## config.mk

```make
export PLATFORM = sky130hd
export DESIGN_NAME = cordic_iter_ctrl
export DESIGN_NICKNAME = d
export VERILOG_FILES = /design/src/rtl/cordic_iter_ctrl.sv
export SDC_FILE = /design/constraint.sdc
export NUM_CORES = 1
export LEC_CHECK = 0
export ABC_AREA = 1
export CORE_AREA = 2 2 109 111
export DETAILED_ROUTE_END_ITERATION = 16
export DIE_AREA = 0 0 111 113
export DONT_BUFFER_PORTS = 1
export PLACE_DENSITY = 0.65
export SKIP_CTS_REPAIR_TIMING = 1
export SLEW_MARGIN = 25
export SYNTH_ARGS = -nofsm -noshare
export SYNTH_HDL_FRONTEND = slang
export SYNTH_SLANG_ARGS = --single-unit
export TNS_END_PERCENT = 30
```

## constraint.sdc

```tcl
create_clock -name clk -period 5.3 [get_ports clk]
set_input_delay 0.53 -clock clk [delete_from_list [all_inputs] [get_ports clk]]
set_output_delay 0.53 -clock clk [all_outputs]
set_load 0.01 [all_outputs]
```

## src/rtl/cordic_iter_ctrl.sv

```systemverilog
// rtl/cordic_iter_ctrl.sv - iterative CORDIC sequencer around an external combinational stage
//
// Ports:
//   clk, rst                  rising-edge clock, asynchronous active-high reset
//   in_valid, in_ready        operand handshake
//   x_in, y_in, z_in          signed operand words
//   x_cur, y_cur, z_cur       registered working state fed to the external stage
//   stage_i                   iteration index fed to the external stage
//   x_nxt, y_nxt, z_nxt       external stage result for the current state/index
//   out_valid, out_ready      result handshake
//   x_out, y_out, z_out       result words (mirror of x_cur/y_cur/z_cur)
//   busy                      high while an operation is running or waiting to be taken
//   op_count                  completed-operation counter, wraps at 16 bits
module cordic_iter_ctrl #(
  parameter int WORD_LENGTH = 21,
  parameter int ITERATIONS  = 16,
  parameter int IDX_W       = 5
) (
  input  logic                   clk,
  input  logic                   rst,
  input  logic                   in_valid,
  output logic                   in_ready,
  input  logic [WORD_LENGTH-1:0] x_in,
  input  logic [WORD_LENGTH-1:0] y_in,
  input  logic [WORD_LENGTH-1:0] z_in,
  output logic [WORD_LENGTH-1:0] x_cur,
  output logic [WORD_LENGTH-1:0] y_cur,
  output logic [WORD_LENGTH-1:0] z_cur,
  output logic [IDX_W-1:0]       stage_i,
  input  logic [WORD_LENGTH-1:0] x_nxt,
  input  logic [WORD_LENGTH-1:0] y_nxt,
  input  logic [WORD_LENGTH-1:0] z_nxt,
  output logic                   out_valid,
  input  logic                   out_ready,
  output logic [WORD_LENGTH-1:0] x_out,
  output logic [WORD_LENGTH-1:0] y_out,
  output logic [WORD_LENGTH-1:0] z_out,
  output logic                   busy,
  output logic [15:0]            op_count
);

  typedef enum logic [1:0] {
    IDLE = 2'd0,
    RUN  = 2'd1,
    DONE = 2'd2
  } state_t;

  localparam logic [IDX_W-1:0] LAST_IDX = IDX_W'(ITERATIONS - 1);

  state_t state;
  state_t state_nxt;
  logic   accept;
  logic   last_stage;
  logic   consume;

  // Control: ready in IDLE, or in DONE when the consumer takes the result
  // on the same edge, which lets a new operand follow with no bubble.
  always_comb begin
    state_nxt  = state;
    in_ready   = 1'b0;
    out_valid  = 1'b0;
    busy       = 1'b0;
    last_stage = (stage_i == LAST_IDX);
    consume    = 1'b0;

    case (state)
      IDLE: begin
        in_ready = 1'b1;
        if (in_valid) begin
          state_nxt = RUN;
        end
      end
      RUN: begin
        busy = 1'b1;
        if (last_stage) begin
          state_nxt = DONE;
        end
      end
      DONE: begin
        busy      = 1'b1;
        out_valid = 1'b1;
        in_ready  = out_ready;
        consume   = out_ready;
        if (out_ready) begin
          state_nxt = in_valid ? RUN : IDLE;
        end
      end
      default: begin
        state_nxt = IDLE;
      end
    endcase

    accept = in_valid && in_ready;
  end

  always_ff @(posedge clk or posedge rst) begin
    if (rst) begin
      state <= IDLE;
    end else begin
      state <= state_nxt;
    end
  end

  // Working registers: an accept always wins, so a DONE->RUN handoff
  // overwrites the consumed result with the new operand.
  always_ff @(posedge clk or posedge rst) begin
    if (rst) begin
      x_cur   <= '0;
      y_cur   <= '0;
      z_cur   <= '0;
      stage_i <= '0;
    end else if (accept) begin
      x_cur   <= x_in;
      y_cur   <= y_in;
      z_cur   <= z_in;
      stage_i <= '0;
    end else if (state == RUN) begin
      x_cur <= x_nxt;
      y_cur <= y_nxt;
      z_cur <= z_nxt;
      // The index stays on the last value so it reads ITERATIONS-1 in DONE.
      if (!last_stage) begin
        stage_i <= stage_i + IDX_W'(1);
      end
    end
  end

  always_ff @(posedge clk or posedge rst) begin
    if (rst) begin
      op_count <= 16'h0000;
    end else if (consume) begin
      op_count <= op_count + 16'h0001;
    end
  end

  assign x_out = x_cur;
  assign y_out = y_cur;
  assign z_out = z_cur;

endmodule

```

==> impl.org <==
** Status
- Outcome :: finished, final reports clean

** Logic synthesis
- After synthesis, the netlist uses 21 different library cells.
- Post-synthesis register bit count :: 86
- Simple logic cell fraction of the synthesized area :: 0.3168
- During synthesis, Yosys emitted a total of 0 warnings.
- Adder and majority gate portion of the synthesized area :: 0.02128
- Syn Inst Count :: around 570
- After synthesis, the share of cell area in mux cells is 0.
- Xor/xnor share of the synthesized area :: 0.02235
- By area, the combinational part of the netlist is dominated by simple AND/OR/NAND/NOR gates.
- For this run, the register share of the synthesized area comes to 0.4576.
- The number of nets handed over by synthesis was between 700 and 800.
- Post-synthesis compound-gate area fraction :: 0.01064
- Biggest area consumer among synthesized cells :: dfrtp_1
- Synth Area per Inst :: a little over 8 um2
- Synth top area cells :: dfrtp_1, nand3_1, buf_4, nand2_1, buf_6
- Area of the mapped netlist :: ~4700 um2
- Top cell type's share of synthesized area :: 0.4576

** Timing
- Setup Total Neg Slack :: 0 ps
- Count of pins over their slew limit :: 0
- The clock arrives with approximately 6.3 ps of skew.
- Setup repair after global routing missed its margin :: false
- Slew margin rel. :: 0.3913
- For the pin with the worst max-slew slack, the measured transition is just over 900 ps.
- Number of setup violations in the final report :: 0
- Peak clock frequency supported by timing :: 0.3258 GHz
- The final count of hold timing violations came to 0.
- In the finished design, the share of the clock period the worst path needs comes to 0.5791.
- Counting I/O delays and the setup requirement, the final critical path takes roughly 3100 ps.

** Die
- Number of top-level design ports :: 280
- Die Wd :: 111 um
- Initial core utilization :: 0.4172
- The die is about 110 um tall.
- The floorplan step defined a die boundary enclosing 12540 um2.
- After floorplanning, the core was divided into 39 placement rows.
- The core region is 11270 um2.

** Routing
- Residual antenna-violating net count after detailed routing :: 0
- After detailed routing, the average wire length per cell comes to between 15 and 20 um.
- After the first detailed-routing iteration, the DRC count stood at around 280.
- Dividing the detail-routed via count by the number of cells gives around 5.7.
- Number of vias in the routed layout :: 3593
- Post-Route WL :: around 12000 um
- The first detailed-routing pass took 4 iterations.
- After detailed routing, the number of remaining DRC violations is 0.

** Layout
- Area growth, synth to finish :: -4.416%
- Design Area, Final :: between 4000 and 5000 um2
- Of the cells placed in the final design, the portion with a size suffix greater than 1 is 0.05081.
- The number of antenna diodes in the final layout is 0.
- Leaving out fill and tap cells, the most frequent cell in the layout is nand3_1.
- For this run, the post-layout net count is about 630.
- Most used cells in the layout excluding fill and tap cells :: nand3_1, nand2_1, dfrtp_1, inv_1, nor2_1

** Pwr
- In this run the power density over the cells is 655.5 nW/um2.
- The share of total power dissipated in combinational logic is 0.296.
- Of the total power, the share spent switching nets is 0.4768.
- The share of total power dissipated in the clock network is 0.195.
- Internal power comes to between 1.5 and 2 mW.
- Largest vdd supply drop :: approximately 0.00027 V
- Summed over all cells, the static leakage comes to about 2.2 nW.
- The share of total power dissipated in sequential elements is 0.509.
- Total net switching power :: 1.405 mW

** Global route
- Antenna violations before repair :: 0
- Summed over all layers, the global routing overflow is 0.
- Wire length of the first global-routing pass :: ~19000 um
- Entering global routing, the biggest net connects 87 pins.
- In the global route stage, overall resource usage came out at 0.1909.
- Vias in the first global route :: around 3600

** Clocking
- No sink is reached through more buffers than the 2 on the longest clock path.
- Clock-pin slew was measured on the worst setup and hold paths at around 60 ps.
- Clock tree from TritonCTS :: built
- For the worst-skew pair, the clock arrives at the later sink with an insertion delay of 340 ps.
- The clock drives 86 sinks.
- Total number of H-tree levels :: 3
- Counting the buffers created by CTS gives 9.
- Root Driver :: clkbuf_16

** Setup path
- Worst Path Max Fanout :: just under 70
- Critical path capture point type :: register
- Critical path launch point type :: register
- Arrival time of data at the critical path endpoint :: approximately 3300 ps
- The setup path with the least slack is of type register to register.
- CP required :: around 5500 ps
- Number of cell instances on the worst register-to-register path :: 8

** Placed design
- In this run the cell area measured after placement is about 4200 um2.
- The congestion estimate from routability-driven global placement came to around 0.84.
- Dpl hpwl :: slightly above 8000 um
- Input and output buffers added on the ports amount to 0.

** Hold path
- The min-delay analysis places its worst path in the category input pin to asynchronous set/reset pin.

** Job
- Across the run, the number of max-cap violations was 0.
==> power groups by stage <==
| stage | clock network (mW) | registers, mW | logic, mW |
|---|---|---|---|
| CTS | 0.594 | 1.51 | 0.888 |
| floorplan | 0 | 1.25 | 1.23 |
| global placement | 0 | 1.51 | 0.832 |
| global route | 0.627 | 1.54 | 1.02 |
| detailed placement | 0 | 1.51 | 0.888 |
| finish | 0.574 | 1.50 | 0.873 |
==> synthesized netlist by cell type <==
library cell    n
nand2_1       104
nand2_2         3
clkinv_2        1
nand3_1       199
nor2_1         20
xnor2_1         4
o21bai_1        1
inv_2           1
o31ai_1         1
buf_4          63
buf_2          10
a21oi_1         3
buf_1           7
dfrtp_1        86
ha_1            8
nor3_1          2
inv_1          28
xor2_1          8
buf_6          11
clkbuf_1        5
o21ai_0         4
==> cells by family (layout without fill, tap and decap cells) <==
group,after synthesis,count (layout)
AO/OA/AOI/OAI,9,9
XOR/XNOR,12,12
adder cells (fa/ha/maj),8,8
buffers and inverters,126,49
flip-flops,86,86
AND/OR/NAND/NOR,328,328
==> final timing paths <==
check | start | slack, ps | to
worst max-delay path | state[0] | 2230 | y_cur[7]
worst min-delay path | rst | 290 | y_cur[15]
max in group asynchronous | rst | 4500 | op_count[3]
worst max register to register | state[0] | 2230 | y_cur[7]
worst min register to register | op_count[14] | 560 | op_count[14]
min in group clk | z_in[3] | 320 | z_cur[3]
==> critical path, cell delays in order (launching register included) <==
cell and delay, ps:
dfrtp_1 410, inv_1 90, ha_1 290, nand2_2 190, nand2_2 130, nand2_4 500, clkinv_2 910, nand2_1 300
nand3_1 100
==> through the flow <==
step	util	hold slack [ps]	setup WS (ps)	total power [mW]	instances
floorplan	-	514.5	2548	2.483	569
global placement	0.3745	546.2	2321	2.340	619
detailed placement	0.3751	548.8	2177	2.402	619
CTS	0.3988	306.9	2166	2.988	635
global route	0.3988	312.5	1871	3.190	635
finish	0.3988	292.5	2231	2.947	635
==> flip-flops by register name (all words and copies together) (netlist names) <==
register and count:
y_cur 21, z_cur 21, x_cur 21, op_count 16, stage_i 5, state 2
==> layout make-up <==
cell class	count	area, um2
clock inverters	5	25.02
fillers	1135	6777
multi-input cells	357	1753
well taps	143	178.9
clock buffers	11	242.7
repair buffers	3	26.28
inverters	30	117.6
flip-flops and latches	86	2152
==> routing by layer <==
layer	vias to the layer above	GRT usage	share of wire
met5	-	0	0
met4	0	0.06583	0.017
met3	16	0.08141	0.096
met2	184	0.3235	0.50
met1	1743	0.2181	0.39
li1	1650	-	-
Power figures use the tool's default switching activity.
